`src/rtl/seq_hit_logger_pkg.sv`:
```
// Shared defaults for the hit logger and the detector bench.
package seq_pkg;

  localparam int TS_W  = 16;
  localparam int DEPTH = 4;
  localparam int CNT_W = 8;

  typedef logic [TS_W-1:0] ts_t;

endpackage

```
`src/rtl/seq_hit_logger_fifo.sv`:
```
// Synchronous first-word-fall-through FIFO; head data is gated to 0 when empty.
module hit_fifo #(
  parameter int W     = seq_pkg::TS_W,
  parameter int DEPTH = seq_pkg::DEPTH
) (
  input  logic         clk,
  input  logic         rst,
  input  logic         i_push,
  input  logic         i_pop,
  input  logic         i_clr,
  input  logic [W-1:0] i_din,
  output logic [W-1:0] o_dout,
  output logic         o_empty,
  output logic         o_full
);

  localparam int AW = $clog2(DEPTH);

  logic [W-1:0]  r_mem [DEPTH];
  logic [AW-1:0] r_wr;
  logic [AW-1:0] r_rd;
  logic [AW:0]   r_cnt;
  logic          w_pop_ok;
  logic          w_push_ok;

  assign o_empty   = (r_cnt == '0);
  assign o_full    = (r_cnt == (AW+1)'(DEPTH));
  assign w_pop_ok  = i_pop & ~o_empty;
  // A pop in the same cycle frees the slot, so a push at full still lands.
  assign w_push_ok = i_push & (~o_full | w_pop_ok);
  assign o_dout    = o_empty ? '0 : r_mem[r_rd];

  always_ff @(posedge clk or posedge rst) begin
    if (rst) begin
      r_wr  <= '0;
      r_rd  <= '0;
      r_cnt <= '0;
    end else if (i_clr) begin
      r_wr  <= '0;
      r_rd  <= '0;
      r_cnt <= '0;
    end else begin
      if (w_push_ok) r_wr <= r_wr + AW'(1);
      if (w_pop_ok)  r_rd <= r_rd + AW'(1);
      case ({w_push_ok, w_pop_ok})
        2'b10:   r_cnt <= r_cnt + (AW+1)'(1);
        2'b01:   r_cnt <= r_cnt - (AW+1)'(1);
        default: r_cnt <= r_cnt;
      endcase
    end
  end

  always_ff @(posedge clk) begin
    if (w_push_ok && !i_clr) r_mem[r_wr] <= i_din;
  end

endmodule

```
`src/rtl/seq_hit_logger.sv`:
```
// Timestamps detector flags into a FIFO; keeps a saturating hit count and sticky overflow.
module seq_hit_logger #(
  parameter int TS_W  = seq_pkg::TS_W,
  parameter int DEPTH = seq_pkg::DEPTH,
  parameter int CNT_W = seq_pkg::CNT_W
) (
  input  logic             clk,
  input  logic             rst,
  input  logic             flag,
  input  logic             clr,
  input  logic             rd_en,
  output logic [TS_W-1:0]  rd_data,
  output logic             empty,
  output logic             full,
  output logic [CNT_W-1:0] hit_cnt,
  output logic             overflow
);

  logic [TS_W-1:0]  r_ts;
  logic [CNT_W-1:0] r_hit;
  logic             r_ovf;
  logic             w_push;
  logic             w_pop;
  logic             w_drop;

  assign w_push = flag & ~clr;
  assign w_pop  = rd_en & ~clr;
  assign w_drop = w_push & full & ~rd_en;

  // Free-running; clr deliberately leaves it alone.
  always_ff @(posedge clk or posedge rst) begin
    if (rst) r_ts <= '0;
    else     r_ts <= r_ts + TS_W'(1);
  end

  always_ff @(posedge clk or posedge rst) begin
    if (rst) begin
      r_hit <= '0;
      r_ovf <= 1'b0;
    end else if (clr) begin
      r_hit <= '0;
      r_ovf <= 1'b0;
    end else begin
      if (flag && (r_hit != '1)) r_hit <= r_hit + CNT_W'(1);
      if (w_drop) r_ovf <= 1'b1;
    end
  end

  hit_fifo #(
    .W     (TS_W),
    .DEPTH (DEPTH)
  ) u_fifo (
    .clk     (clk),
    .rst     (rst),
    .i_push  (w_push),
    .i_pop   (w_pop),
    .i_clr   (clr),
    .i_din   (r_ts),
    .o_dout  (rd_data),
    .o_empty (empty),
    .o_full  (full)
  );

  assign hit_cnt  = r_hit;
  assign overflow = r_ovf;

endmodule

```
`config.mk`:
```
export PLATFORM = sky130hd
export DESIGN_NAME = seq_hit_logger
export DESIGN_NICKNAME = d
export VERILOG_FILES = /design/src/rtl/seq_hit_logger_pkg.sv /design/src/rtl/seq_hit_logger_fifo.sv /design/src/rtl/seq_hit_logger.sv
export SDC_FILE = /design/constraint.sdc
export NUM_CORES = 1
export LEC_CHECK = 0
export ABC_AREA = 1
export CAP_MARGIN = 0
export CELL_PAD_IN_SITES_DETAIL_PLACEMENT = 0
export CELL_PAD_IN_SITES_GLOBAL_PLACEMENT = 1
export CORE_MARGIN = 1
export CORE_UTILIZATION = 25
export DETAILED_ROUTE_END_ITERATION = 8
export GPL_ROUTABILITY_DRIVEN = 0
export PLACE_DENSITY = 0.54
export SYNTH_ARGS = -nofsm -noshare
export SYNTH_HDL_FRONTEND = slang
export SYNTH_SLANG_ARGS = --single-unit
```
`constraint.sdc`:
```
create_clock -name clk -period 2 [get_ports clk]
set_input_delay 0.2 -clock clk [delete_from_list [all_inputs] [get_ports clk]]
set_output_delay 0.2 -clock clk [all_outputs]
set_load 0.01 [all_outputs]
```
==> parameters.txt, run 1 <==
Parameter                              Value

Outcome
  Result of the run    finished clean

Worst setup path
  Maximum fanout along the worst path    3
  Setup Crit Path Kind    flop to primary output
  Reg-to-reg critical path startpoint    u_fifo.r_cnt[1]
  Setup slack of the worst register-to-register path    250 ps
  CP peak stage delay    550 ps
  End of the worst register-to-register path    u_fifo.r_cnt[2]
  End point of the critical path    full
  Count of buffering cells on the critical path with inverters included    2
  Top Family by Delay on Critical Path    buffers and inverters
  Worst setup SP type    flop
  Required time reported for the critical path endpoint    around 1800 ps
  Worst-case reg-to-reg path depth    13
  Arrival time reported for the critical path endpoint    1680 ps
  Startpoint of the most critical setup path    u_fifo.r_cnt[1]
  Critical path depth    4
  Kind of capture point of the worst setup path    primary output
  Critical Path Slowest Stage Cell    clkdlybuf4s50_1
  Cell Chain, Critical Path    nor2_2, nand2_1, inv_1, clkdlybuf4s50_1

Global routing
  Routing usage on met2    approximately 18%
  Pin count of the biggest net entering global routing    33
  Overflow after GRT    0
  Overall Global Routing Usage    11.35%
  Busiest layer in global routing    met2
  First-pass GRT wire length    15200 µm
  Number of global-route vias before repair    2814
  Fraction of met1 tracks used by global routing    about 15%
  Initial antenna violation count    0
  Global-route met3 utilization    roughly 3.4%

Pwr
  Pwr dens    around 960 nW/µm²
  Worst-case vdd ir drop    467.6 µV
  Leakage power    roughly 2.1 nW
  Final Total Pwr    between 0.005 and 0.006 W

Timing
  Setup clock skew after layout    around 6.4 ps
  Top achievable clock speed    531.1 MHz
  Setup violators final    0
  Final critical-path share of the clock period    94.15%
  Measured slew at the worst slew-check pin    roughly 460 ps
  Setup repair after global routing missed its margin    no
  Worst slew margin    69.60%
  Post-Route Hold Slack    approximately 250 ps
  Slew Limit Fails    0
  Number of hold violations in the final report    0
  Post-route worst setup slack    ~120 ps
  Final min period    between 1500 and 2000 ps

Clock tree
  Clock Latency Late Sink    350 ps
  Hold buffer count at cts    0
  Clock sink count    96
  CTS max path bufs    2
  Clk Tree Root Cell    clkbuf_16
  Inserted Clock Buffers    9
  CTS tree    done
  CTS HTree Levels    3
  Clock slew seen by the registers of the worst setup and hold paths    about 70 ps

Final layout
  Number of inserted diodes    0
  Post-route non-filler standard cell count    about 670
  Layout-stage area growth over the synthesis result    23.97%
  Total area of multi-input combinational cells    1306 µm²
  Count of filler cells inserted in the layout    1701
  Util after Layout    31.69%
  Total number of nets in the final design    roughly 460
  Share of cells above drive strength 1    a little over an eighth
  Sequential Area    ~2700 µm²

Synth
  Number of distinct library cells after synthesis    29
  Post-synthesis cell count    approximately 400
  Cell with the most instances after synthesis    nor2_1
  Synth top area share    45.34%
  Cell taking the most area after synthesis    edfxtp_1
  Number of flops mapped to enable cells by yosys    64
  Part of the Yosys area used for sequential elements    between 60 and 70%
  Avg Inst Size Synth    roughly 11 µm²
  Leading cell types by total area after synthesis    edfxtp_1 (45%), dfrtp_1 (19%), nor2_1 (7.2%), nand2_1 (3.9%), o21ai_0 (3.9%)
  Register bit count reported by yosys    96
  Main synth FF type    edfxtp_1
  Post-synth ARST share    approximately 33%
  Commonest cells in the synthesized netlist    nor2_1 (81), edfxtp_1 (64), nand2_1 (44), o21ai_0 (33), dfrtp_1 (32)
  Total standard cell area after synthesis    around 4200 µm²
  Total nets after synthesis    410
  Warnings from Yosys    0

Job
  Max-Cap Viols    0

Floorplanning
  Die extent in x    132.2 µm
  Ports    32
  Cell row count    47
  Starting Density    around 26%
  Die Area    about 17000 µm²
  Area inside the core boundary    about 17000 µm²
  Vertical die dimension    ~130 µm

Placed design
  Count of input and output buffers    31
  Count of placed standard cells including taps    between 600 and 700
  DPL Wire Length    5876 µm
  Post-place setup slack    between 100 and 150 ps

Drt
  Vias after detailed routing    2820
  First-pass DRT Iterations    6
  Routed wire length per instance    between 10 and 15 µm
  Total Wirelength    a little over 9000 µm
  Detailed router's first-iteration violation count    139
  Post-DRT Antenna Nets    0
  Vias per cell    ~4.2
  Residual DRC count    0

Worst hold path
  Kind of path behind the tightest hold check    input pin to async pin
## cell type report
| cell class | count | area share (%) |
|---|---|---|
| sequential | 96 | 51.86 |
| multi-input combinational | 253 | 24.86 |
| timing repair buffer | 49 | 9.881 |
| tap | 220 | 5.238 |
| clock buffer | 10 | 4.357 |
| inverter | 37 | 2.786 |
| clock inverter | 6 | 1.024 |
## stage by stage
step	TNS, ps	cell area [µm²]
floorplan	0	4239
global placement	0	4974
detailed placement	0	4974
CTS	-117.3	5253
global route	0	5255
finish	0	5255
## how the worst min path moves through the flow
stage | slack [ps] | endpoint | depth (start not counted) | startpoint
4_1_cts | 260 | hit_cnt[5] | 3 | rst
3_5_place_dp | 490 | overflow | 1 | overflow
2_1_floorplan | 320 | hit_cnt[0] | 1 | rst
6_report | 250 | hit_cnt[5] | 3 | rst
3_3_place_gp | 490 | overflow | 1 | overflow
5_1_grt | 320 | hit_cnt[5] | 3 | rst
## state kept, by name (all words and copies together) (netlist names)
name          flops
u_fifo.r_mem     64
u_fifo.r_rd       2
u_fifo.r_wr       2
overflow          1
u_fifo.r_cnt      3
hit_cnt           8
r_ts             16
## metal layers
metal,part of all wire [%],vias up
li1,-,1428
met4,1.2,0
met2,46,61
met1,49,1323
met3,4.4,8
met5,0,-
## logic make-up (layout without fill, tap and decap cells)
family          Yosys count  after routing  synth area share (%)
compound gates           62             62                 7.497
xor+xnor                 16             16                 3.306
fa+ha+maj                 7              7                 2.243
buf+inv                  49            102                 4.958
flops                    96             96                 64.23
simple gates            168            168                 17.77
## what timing repair did
item	4_1_cts	5_1_grt
gates resized for setup	20	1
buffers inserted	1	0
setup endpoints to repair	17	1
## worst reg2reg max path, cell delays in order, from the launching register on
cell     delay, ps
dfrtp_1        430
nor2_2         160
nand2_2        120
nand3_2         80
inv_1           50
fa_1           370
inv_1           70
nand2_1         40
nand2_1         70
inv_1           40
nand2_1         50
nand2_1         50
nand3_1         70
nand2_1         50
## cells in the final DEF (no fill, tap or decap), drive strengths merged
cell type and count:
a21o 1, a21oi 21, a32o 1, buf 18, clkbuf 10, clkdlybuf4s50 14
clkinv 2, clkinvlp 3, dfrtp 32, dlygate4sd2 16, dlymetal6s2s 1, edfxtp 64
fa 1, ha 6, inv 38, nand2 50, nand3 21, nand4 5
nor2 85, nor3 7, o21ai 39, xnor2 3, xor2 13
## power breakdown
group	total (W)	internal (W)	switching, W
clock	0.00164	0.000863	0.000777
combinational	0.00114	0.000492	0.000646
sequential	0.00227	0.00219	0.0000762
(Power assumes the default switching activity.)
==> run 2: changes to the inputs <==
--- a/config.mk
+++ b/config.mk
@@ -13,7 +13,7 @@
 export CORE_UTILIZATION = 25
 export DETAILED_ROUTE_END_ITERATION = 8
 export GPL_ROUTABILITY_DRIVEN = 0
-export PLACE_DENSITY = 0.54
+export PLACE_DENSITY_LB_ADDON = 0.05
 export SYNTH_ARGS = -nofsm -noshare
 export SYNTH_HDL_FRONTEND = slang
 export SYNTH_SLANG_ARGS = --single-unit
==> run 2 against run 1 <==
  * Maximum frequency increased by 2.6%
  * Register-to-register slack improved by 40 ps
  * Sequential cell count unchanged
  * Clock power is 4% higher
  * Sequential power barely moved
  * Die area stayed put
  * Largest power group unchanged
  * Largest cell class unchanged
  * Cell count rose by 0.15%
  * Non-clock buffer count rose by 1
==> parameters.txt, run 2 (synthesized netlist as in run 1, its figures left out) <==
Parameter                              Value

Outcome
  Result of the run    finished clean

Timing
  Post-route worst setup slack    164.3 ps (+47.26 ps)
  Worst slew margin    69.70% (+0.096 points)
  Number of hold violations in the final report    0 (unchanged)
  Slew Limit Fails    0 (unchanged)
  Setup repair after global routing missed its margin    no
  Final min period    1836 ps (-47.26 ps)
  Measured slew at the worst slew-check pin    454.6 ps (-1.446 ps)
  Final critical-path share of the clock period    91.79% (-2.4 points)
  Setup clock skew after layout    6.088 ps (-0.3303 ps)
  Top achievable clock speed    544.7 MHz (+2.6%)
  Total Neg Setup Slack    0 ps (unchanged)
  Setup violators final    0 (unchanged)

Clock tree
  Hold buffer count at cts    0 (unchanged)
  CTS max path bufs    2 (unchanged)
  Clock Latency Late Sink    340 ps (about the same)
  Clock sink count    96 (unchanged)
  CTS tree    done
  Inserted Clock Buffers    9 (unchanged)
  Clock slew seen by the registers of the worst setup and hold paths    70 ps (about the same)
  CTS HTree Levels    3 (unchanged)
  Clk Tree Root Cell    clkbuf_16

Worst setup path
  End point of the critical path    full
  Cell Chain, Critical Path    nor2_2, nand2_1, inv_1, clkdlybuf4s50_1
  Setup Crit Path Kind    flop to primary output
  Reg-to-reg critical path startpoint    u_fifo.r_cnt[1]
  Maximum fanout along the worst path    3 (unchanged)
  CP peak stage delay    550 ps (about the same)
  Required time reported for the critical path endpoint    1800 ps (about the same)
  Kind of capture point of the worst setup path    primary output
  Arrival time reported for the critical path endpoint    1640 ps (-40 ps)
  Critical Path Slowest Stage Cell    clkdlybuf4s50_1
  Startpoint of the most critical setup path    u_fifo.r_cnt[1]
  Worst setup SP type    flop
  Setup slack of the worst register-to-register path    290 ps (+40 ps)
  Worst-case reg-to-reg path depth    13 (unchanged)
  End of the worst register-to-register path    u_fifo.r_cnt[2]

Final layout
  Number of inserted diodes    0 (unchanged)
  Layout-stage area growth over the synthesis result    24.26%
  Count of filler cells inserted in the layout    1700 (-0.059%)
  Total number of nets in the final design    459 (+0.22%)
  Max reg flops    64 (unchanged)
  Share of cells above drive strength 1    13.27% (-0.25 points)
  Largest register by flop count    u_fifo.r_mem
  Commonest non-fill, non-tap cell in the layout    nor2_1
  Util after Layout    31.76% (+0.076 points)
  Most frequent cells in the layout    nor2_1 (80), edfxtp_1 (64), nand2_1 (44), o21ai_0 (33), dfrtp_1 (31)

Global routing
  Initial antenna violation count    0 (unchanged)
  Overflow after GRT    0 (unchanged)
  Pin count of the biggest net entering global routing    33 (unchanged)
  Overall Global Routing Usage    12.28% (+0.94 points)
  First-pass GRT wire length    15740 µm (+3.5%)
  Number of global-route vias before repair    2808 (-0.21%)

Pwr
  Leakage power    2.099 nW (+0.23%)
  Relative contribution of the clock network to total power    33.0% (+0.5 points)
  Cell Int Power    0.003661 W (+3.1%)
  Switching power    0.001488 W (-0.73%)
  Switching power share of the total    28.90% (-0.79 points)
  Pwr dens    977.4 nW/µm² (+1.7%)
  Worst-case vdd ir drop    379.8 µV (-19%)
  Combinational Power Share    23.1% (+0.6 points)
  Reg power frac    43.9% (-1.1 points)

Job
  Max-Cap Viols    0 (unchanged)

Placed design
  Count of input and output buffers    31 (unchanged)
  Post-place setup slack    112.4 ps (-5.304 ps)
  DPL Wire Length    6404 µm (+9.0%)

Floorplanning
  Vertical die dimension    132.2 µm (unchanged)
  Cell row count    47 (unchanged)
  Starting Density    25.56% (unchanged)
  Die extent in x    132.2 µm (unchanged)
  Area inside the core boundary    16580 µm² (unchanged)
  Ports    32 (unchanged)
  Die Area    17480 µm² (unchanged)

Worst hold path
  Kind of path behind the tightest hold check    input pin to async pin

Drt
  Total Wirelength    9994 µm (+9.2%)
  Vias after detailed routing    2801 (-0.67%)
  Detailed router's first-iteration violation count    150 (+7.9%)
  Vias per cell    4.168 (-0.82%)
  First-pass DRT Iterations    4 (-2)
  Residual DRC count    0 (unchanged)
  Routed wire length per instance    14.87 µm (+9.0%)
  Post-DRT Antenna Nets    0 (unchanged)
## run 2: routing by layer
layer  share of wire, %  GRT usage [%]  up-vias
met1                 47          15.58     1321
met5                  0              0        -
met2                 49          20.46       38
li1                   -              -     1431
met4                1.8          5.556        0
met3                2.3          2.153       11
## run 2: stage by stage
step | cells | power [W] | cell area (µm²) | hold WS [ps]
final | 672 | 0.005148 | 5268 | 254.7
after global routing | 672 | 0.005423 | 5268 | 325.1
after CTS | 672 | 0.005239 | 5266 | 270.2
after detailed placement | 653 | 0.003583 | 4966 | 492.0
after global placement | 653 | 0.003582 | 4966 | 483.5
after floorplan | 398 | 0.002937 | 4239 | 316.2
## run 2: layout make-up
type / instances / area (µm²) / area share [%]
Clock inverter: 6 / 60.06 / 1.140
Multi-Input combinational cell: 253 / 1309 / 24.85
Sequential cell: 96 / 2724 / 51.71
Inverter: 37 / 146.4 / 2.779
Clock buffer: 10 / 229.0 / 4.347
Timing Repair Buffer: 50 / 524.3 / 9.953
Tap cell: 220 / 275.3 / 5.226
## run 2: how the worst min path moves through the flow
stage                        start              to  slack, ps  cells past startpoint
after global routing           rst  u_fifo.r_wr[0]        330                      3
after detailed placement  overflow        overflow        490                      1
after floorplan                rst      hit_cnt[0]        320                      1
final                          rst  u_fifo.r_wr[0]        250                      3
after global placement    overflow        overflow        480                      1
after CTS                      rst        overflow        270                      3
## run 2: worst max-delay path: cells and delay by family (launching register included)
family / cells / cell delay, ps
simple gates: 2 / 250
buf+inv: 2 / 650
flops: 1 / 400
## run 2: power groups by stage
stage                     registers [W]  clock network [W]  logic [W]
final                           0.00226            0.00170    0.00119
after CTS                       0.00226            0.00176    0.00122
after detailed placement        0.00231                  0    0.00128
after floorplan                 0.00229                  0   0.000645
after global placement          0.00231                  0    0.00127
after global routing            0.00227            0.00183    0.00133
## run 2: timing repair
action / in CTS / in global routing
buffers inserted: 3 / 0
endpoints found under the setup margin: 17 / 1
pin swaps: 0 / 0
resized for setup: 21 / 1
